[src/rtl/out_uart_pkg.sv]
`default_nettype none
// ============================================================================
// Module : out_uart_pkg
// Desc   : Shared ASCII constants, FSM state types and hex-digit encoder for
//          the output-register UART trace.
// Rev    : 1.0
// ============================================================================
package out_uart_pkg;

  localparam logic [7:0] ASCII_CR = 8'h0D;
  localparam logic [7:0] ASCII_LF = 8'h0A;
  localparam logic [7:0] ASCII_0  = 8'h30;
  localparam logic [7:0] ASCII_A  = 8'h41;

  typedef enum logic [1:0] {
    IDLE = 2'd0,
    LOAD = 2'd1,
    SEND = 2'd2
  } top_state_e;

  typedef enum logic [1:0] {
    TX_IDLE  = 2'd0,
    TX_START = 2'd1,
    TX_DATA  = 2'd2,
    TX_STOP  = 2'd3
  } tx_state_e;

  function automatic logic [7:0] nib2ascii(input logic [3:0] nib);
    if (nib < 4'd10) return ASCII_0 + {4'h0, nib};
    return ASCII_A + {4'h0, nib} - 8'd10;
  endfunction

endpackage
`default_nettype wire

[src/rtl/out_reg_uart_tx_byte.sv]
`default_nettype none
// ============================================================================
// Module : uart_tx_byte
// Desc   : 8N1 byte serializer; done pulses in the last stop-bit cycle.
// Rev    : 1.0
// ============================================================================
module uart_tx_byte
  import out_uart_pkg::*;
#(
  parameter int CLKS_PER_BIT = 868
) (
  input  logic       clk,
  input  logic       s_reset,
  input  logic       start,
  input  logic [7:0] data,
  output logic       tx,
  output logic       done
);

  localparam int               CNT_W    = (CLKS_PER_BIT > 1) ? $clog2(CLKS_PER_BIT) : 1;
  localparam logic [CNT_W-1:0] CNT_LAST = CNT_W'(CLKS_PER_BIT - 1);

  tx_state_e        state_q, state_d;
  logic [CNT_W-1:0] cnt_q, cnt_d;
  logic [2:0]       idx_q, idx_d;
  logic [7:0]       shreg_q, shreg_d;
  logic             tx_q, tx_d;
  logic             bit_end;

  assign bit_end = (cnt_q == CNT_LAST);
  assign tx      = tx_q;

  always_comb begin
    state_d = state_q;
    cnt_d   = cnt_q;
    idx_d   = idx_q;
    shreg_d = shreg_q;
    done    = 1'b0;
    tx_d    = 1'b1;
    if (state_q != TX_IDLE) cnt_d = bit_end ? '0 : cnt_q + CNT_W'(1);
    unique case (state_q)
      TX_IDLE: begin
        if (start) begin
          state_d = TX_START;
          cnt_d   = '0;
          shreg_d = data;
        end
      end
      TX_START: begin
        if (bit_end) begin
          state_d = TX_DATA;
          idx_d   = '0;
        end
      end
      TX_DATA: begin
        if (bit_end) begin
          shreg_d = {1'b0, shreg_q[7:1]};
          if (idx_q == 3'd7) state_d = TX_STOP;
          else               idx_d   = idx_q + 3'd1;
        end
      end
      TX_STOP: begin
        // A start in the final stop cycle chains the next byte with no gap.
        if (bit_end) begin
          done = 1'b1;
          if (start) begin
            state_d = TX_START;
            shreg_d = data;
          end else begin
            state_d = TX_IDLE;
          end
        end
      end
      default: state_d = TX_IDLE;
    endcase
    unique case (state_d)
      TX_START: tx_d = 1'b0;
      TX_DATA:  tx_d = shreg_d[0];
      default:  tx_d = 1'b1;
    endcase
  end

  always_ff @(posedge clk) begin
    if (s_reset) begin
      state_q <= TX_IDLE;
      cnt_q   <= '0;
      idx_q   <= '0;
      shreg_q <= '0;
      tx_q    <= 1'b1;
    end else begin
      state_q <= state_d;
      cnt_q   <= cnt_d;
      idx_q   <= idx_d;
      shreg_q <= shreg_d;
      tx_q    <= tx_d;
    end
  end

endmodule
`default_nettype wire

[src/rtl/out_reg_uart_tx.sv]
`default_nettype none
// ============================================================================
// Module : out_reg_uart_tx
// Desc   : Sends each output-register load as uppercase hex + CR LF over UART.
//          OUT_UART_DEDUP_EN drops words equal to the last one sent.
// Rev    : 1.0
// ============================================================================
module out_reg_uart_tx
  import out_uart_pkg::*;
#(
  parameter int DATA_WIDTH  = 16,
  parameter int CLK_FREQ_HZ = 100000000,
  parameter int BAUD_RATE   = 115200
) (
  input  logic                  clk,
  input  logic                  s_reset,
  input  logic [DATA_WIDTH-1:0] data_in,
  input  logic                  data_valid,
  output logic                  tx,
  output logic                  busy,
  output logic                  overrun
);

  localparam int               CLKS_PER_BIT = CLK_FREQ_HZ / BAUD_RATE;
  localparam int               NCHAR        = DATA_WIDTH / 4;
  localparam int               IDX_W        = $clog2(NCHAR + 3);
  localparam logic [IDX_W-1:0] IDX_HEX_END  = IDX_W'(NCHAR);
  localparam logic [IDX_W-1:0] IDX_LAST     = IDX_W'(NCHAR + 2);

  top_state_e            state_q, state_d;
  logic [DATA_WIDTH-1:0] shift_q, shift_d;
  logic [IDX_W-1:0]      idx_q, idx_d;
  logic                  pend_full_q, pend_full_d;
  logic [DATA_WIDTH-1:0] pend_word_q, pend_word_d;
  logic                  busy_q, busy_d;
  logic                  overrun_q, overrun_d;

  logic                  ser_start;
  logic                  ser_done;
  logic [7:0]            ser_data;
  logic                  dup;
  logic                  consume;
  logic                  to_pend;

  assign busy    = busy_q;
  assign overrun = overrun_q;

  always_comb begin
    ser_data = ASCII_LF;
    if (idx_q < IDX_HEX_END)       ser_data = nib2ascii(shift_q[DATA_WIDTH-1 -: 4]);
    else if (idx_q == IDX_HEX_END) ser_data = ASCII_CR;
  end

  // LOAD launches the first char; later chars are chained from SEND on done
  // so the serializer sees start in its final stop cycle and leaves no gap.
  always_comb begin
    state_d   = state_q;
    shift_d   = shift_q;
    idx_d     = idx_q;
    ser_start = 1'b0;
    unique case (state_q)
      IDLE: begin
        if (pend_full_q) begin
          state_d = LOAD;
          shift_d = pend_word_q;
          idx_d   = '0;
        end else if (data_valid && !dup) begin
          state_d = LOAD;
          shift_d = data_in;
          idx_d   = '0;
        end
      end
      LOAD: begin
        ser_start = 1'b1;
        state_d   = SEND;
      end
      SEND: begin
        if (ser_done) begin
          if (idx_q == IDX_LAST) state_d   = IDLE;
          else                   ser_start = 1'b1;
        end
      end
      default: state_d = IDLE;
    endcase
    if (ser_start) begin
      idx_d = idx_q + IDX_W'(1);
      if (idx_q < IDX_HEX_END) shift_d = shift_q << 4;
    end
  end

  assign consume = (state_q == IDLE) && pend_full_q;
  assign to_pend = data_valid && !dup && ((state_q != IDLE) || pend_full_q);

  always_comb begin
    pend_full_d = pend_full_q;
    pend_word_d = pend_word_q;
    overrun_d   = 1'b0;
    if (consume) pend_full_d = 1'b0;
    if (to_pend) begin
      pend_full_d = 1'b1;
      pend_word_d = data_in;
      overrun_d   = pend_full_q && !consume;
    end
    busy_d = (state_d != IDLE) || pend_full_d;
  end

`ifdef OUT_UART_DEDUP_EN
  logic [DATA_WIDTH-1:0] last_sent_q, last_sent_d;

  assign dup = (data_in == last_sent_q);

  always_comb begin
    last_sent_d = last_sent_q;
    if (state_q == IDLE && state_d == LOAD) last_sent_d = shift_d;
  end

  always_ff @(posedge clk) begin
    if (s_reset) last_sent_q <= '0;
    else         last_sent_q <= last_sent_d;
  end
`else
  assign dup = 1'b0;
`endif

  always_ff @(posedge clk) begin
    if (s_reset) begin
      state_q     <= IDLE;
      shift_q     <= '0;
      idx_q       <= '0;
      pend_full_q <= 1'b0;
      pend_word_q <= '0;
      busy_q      <= 1'b0;
      overrun_q   <= 1'b0;
    end else begin
      state_q     <= state_d;
      shift_q     <= shift_d;
      idx_q       <= idx_d;
      pend_full_q <= pend_full_d;
      pend_word_q <= pend_word_d;
      busy_q      <= busy_d;
      overrun_q   <= overrun_d;
    end
  end

  uart_tx_byte #(
    .CLKS_PER_BIT(CLKS_PER_BIT)
  ) u_tx_byte (
    .clk    (clk),
    .s_reset(s_reset),
    .start  (ser_start),
    .data   (ser_data),
    .tx     (tx),
    .done   (ser_done)
  );

endmodule
`default_nettype wire
[config.mk]
export PLATFORM = sky130hd
export DESIGN_NAME = out_reg_uart_tx
export DESIGN_NICKNAME = d
export VERILOG_FILES = /design/src/rtl/out_uart_pkg.sv /design/src/rtl/out_reg_uart_tx_byte.sv /design/src/rtl/out_reg_uart_tx.sv
export SDC_FILE = /design/constraint.sdc
export NUM_CORES = 1
export LEC_CHECK = 0
export CAP_MARGIN = 40
export CORE_MARGIN = 2
export CORE_UTILIZATION = 45
export CTS_CLUSTER_DIAMETER = 120
export DETAILED_ROUTE_END_ITERATION = 6
export PLACE_DENSITY_LB_ADDON = 0.3
export SLEW_MARGIN = 20
export SYNTH_ARGS = -nofsm -noshare
export SYNTH_HDL_FRONTEND = slang
export SYNTH_SLANG_ARGS = --single-unit
[constraint.sdc]
create_clock -name clk -period 6.14 [get_ports clk]
set_clock_uncertainty 0.15 [all_clocks]
set_input_delay 0.921 -clock clk [delete_from_list [all_inputs] [get_ports clk]]
set_output_delay 0.921 -clock clk [all_outputs]
set_load 0.03 [all_outputs]
==> results.py <==
metrics = {
    "status": {
        "run_status": "finished, final reports clean",
    },
    "timing": {
        "layout_worst_path_cycle_share_pct": 48.5,
        "drv_slew": 0,
        "report.final.setup_viol": 0,
        "layout_min_cycle_time_ns": 2.98,
        "rsz_0062_raised_after_global_routing": "no",
        "tightestPinTransition_ns": 0.768,
        "hold_viol": 0,
        "max_clock_freq_ghz": 0.336,
        "timing.slew.headroom_pct": 48.6,
        "final.setup.tns_ns": 0,
    },
    "die": {
        "floorplan.core_area_um2": 6870,
        "initial_core_util_pct": 47.2,
        "fp.dieH_um": 88.9,
        "boundaryPins": 22,
        "design.die.area_um2": 7900,
        "fp-row-count": 30,
        "fp.dieW_um": 88.9,
    },
    "clocking": {
        "clock_latency_ns": 0.35,
        "cts_hold_repair.buffers": 0,
        "clock_tree_from_tritoncts": "done",
        "cts_sinks": 64,
        "cts_inserted_buffers": 9,
        "clock_tree.root_cell": "clkbuf_8",
        "cts_setup_buffers": 0,
        "htreeDepth": 3,
        "ctsLongestPathBuffers": 2,
        "worst_setup_hold_path_clk_slew_ns": 0.06,
        "postCtsResizedCells": 0,
    },
    "place": {
        "place.port_buffers": 21,
        "place_inst": 495,
        "finalWeightedCongestion": 0.850,
        "dp.final_hpwl_um": 4950,
    },
    "logic_synthesis": {
        "postSynthRegisterBits": 64,
        "yosys_warnings": 0,
        "synth_sequential_area_ratio_pct": 39.5,
        "netlist.top_cell.by_area": "dfxtp_1",
        "post_synth_instance_area_um2": 3240,
        "ys_top_cells_by_area": "dfxtp_1, nand2_1, a21oi_1",
        "synth_enable_flop_cells": 0,
        "synthesis.instances": 405,
        "synthArstFlopShare_pct": 0,
        "synth.distinct_cells": 49,
        "syn_area_per_cell_um2": 8.00,
        "synth_top_flop_cell": "dfxtp_1",
        "mappedNetlistNets": 435,
        "synth.top_cell.area_share_pct": 39.5,
    },
    "power": {
        "worst_ir_drop_vdd_v": 0.000179,
        "pwr-share-comb_pct": 30.4,
        "cellLeakagePower_uw": 0.00133,
        "power-per-cell-area_nw_per_um2": 373,
        "p_sw_share_pct": 35.5,
        "switchingPower_uw": 485,
        "internal_power_uw": 883,
        "clock_power_share_pct": 27.2,
        "seq_power_share_pct": 42.4,
    },
    "finish": {
        "final_net_count": 441,
        "multi_input_comb_area_um2": 1790,
        "area_growth_pct": 13.0,
        "antenna_cells_inserted": 0,
        "finalCoreUtilization_pct": 53.3,
        "final_layout_size_suffix_gt1_share_pct": 5.53,
        "layout.area.seq_um2": 1280,
        "layout.cells.most_common": "dfxtp_1",
        "filler_cell_count": 674,
        "layout.cells.non_filler": 512,
        "final_cell_mix": "dfxtp_1, nand2_1, nor2_1, a21oi_1, clkdlybuf4s50_1",
    },
    "critical_path": {
        "cp_max_fo": 22,
        "setup.worst_path.start_class": "input port",
        "cp.required_ns": 6.24,
        "crit_type": "in2reg",
        "end_kind": "flip-flop",
        "worst-endpoint-arrival_ns": 3.08,
    },
    "global_routing": {
        "global_route_wire_length_before_repair_um": 13000,
        "grt_pass1_vias": 2839,
        "largest_net_degree_at_the_start_of_global_routing": 39,
        "grt_antenna_before_repair": 0,
        "grtUsageTotal_pct": 21.1,
        "grt-ovfl-total": 0,
    },
    "drt": {
        "ant_nets": 0,
        "first_pass_iters": 4,
        "detailroute.via_count": 2957,
        "route.final.wire_length_um": 7560,
        "drt_drc_violations_left": 0,
        "drt_iter0_markers": 115,
        "avgViaCountPerCell": 5.78,
        "post_drt_wl_per_cell_um": 14.8,
    },
    "run": {
        "number_of_max_cap_violations": 0,
    },
    "hold_path": {
        "holdCritPathClass": "reg2reg",
    },
}
==> logic make-up after synthesis <==
| family | share of synthesized area (%) |
|---|---|
| AO/OA/AOI/OAI | 24.1 |
| flip-flops | 39.5 |
| buffers and inverters | 5.17 |
| multiplexers | 0.309 |
| adder cells (fa/ha/maj) | 4.25 |
| AND/OR/NAND/NOR | 23.7 |
| XOR/XNOR | 2.97 |
==> metal layers <==
layer	share of wire, %	GRT usage, %	vias to the layer above
met2	47	33.9	95
li1	-	-	1461
met4	2.5	10.7	0
met3	5.6	5.50	18
met1	44	25.9	1383
met5	0	0	-
==> final cells by class <==
cell class | count | share of cell area [%]
clock buffers | 13 | 4.34
clock inverters | 3 | 1.09
inverters | 9 | 0.922
multi-input cells | 304 | 48.9
flip-flops and latches | 64 | 35.0
well taps | 96 | 3.28
repair buffers | 23 | 6.45
==> cell usage after synthesis, drive strengths merged (2+ instances only) <==
| cell | instances |
|---|---|
| nand3b | 2 |
| xor2 | 7 |
| o221ai | 12 |
| xnor2 | 4 |
| nand2 | 59 |
| nor4 | 4 |
| inv | 8 |
| o31ai | 2 |
| nand2b | 18 |
| nor3 | 3 |
| a211oi | 15 |
| a21oi | 40 |
| buf | 8 |
| nor2 | 52 |
| nand4 | 6 |
| a21o | 2 |
| clkbuf | 20 |
| and4 | 2 |
| a221oi | 4 |
| a31oi | 2 |
| ha | 11 |
| o21ai | 10 |
| dfxtp | 64 |
| and3 | 2 |
| or3 | 2 |
| o22a | 4 |
| and2 | 2 |
| a211o | 3 |
| o22ai | 17 |
| nand3 | 7 |
==> registers in the layout, indices dropped and copies added, names as in the netlist <==
name	count
busy	1
idx_q	3
overrun	1
pend_full_q	1
pend_word_q	16
shift_q	16
state_q	2
u_tx_byte.cnt_q	10
u_tx_byte.idx_q	3
u_tx_byte.shreg_q	8
u_tx_byte.state_q	2
u_tx_byte.tx	1
==> power by group through the flow <==
stage / Combinational (uW) / Sequential (uW) / Clock, uW
detailed placement: 411 / 588 / 0
global placement: 397 / 585 / 0
CTS: 413 / 579 / 374
finish: 415 / 580 / 372
global route: 469 / 594 / 395
floorplan: 332 / 564 / 0
==> worst paths after layout <==
kind	from	to	cells past startpoint	slack, ns
setup / recovery	data_valid	shift_q[4]	6	3.16
hold / removal	pend_word_q[1]	pend_word_q[1]	2	0.30
setup reg to reg	u_tx_byte.cnt_q[0]	u_tx_byte.shreg_q[5]	7	3.55
hold reg to reg	pend_word_q[1]	pend_word_q[1]	2	0.30
==> metrics by stage <==
stage	setup slack (ns)	instance area [um^2]	total power (uW)	hold slack, ns
final	3.16	3660	1370	0.305
after detailed placement	2.83	3450	999	0.299
after global routing	2.96	3660	1460	0.325
after floorplan	4.03	3240	896	0.286
after global placement	2.92	3430	982	0.292
after CTS	3.16	3650	1370	0.309
==> worst max-delay path: stages <==
cell             delay (ns)
clkdlybuf4s50_1        0.81
nand2_1                0.67
o22ai_1                0.17
nand2b_1               0.10
o221ai_1               0.10
a211oi_1               0.29
Power figures use the tool's default switching activity.
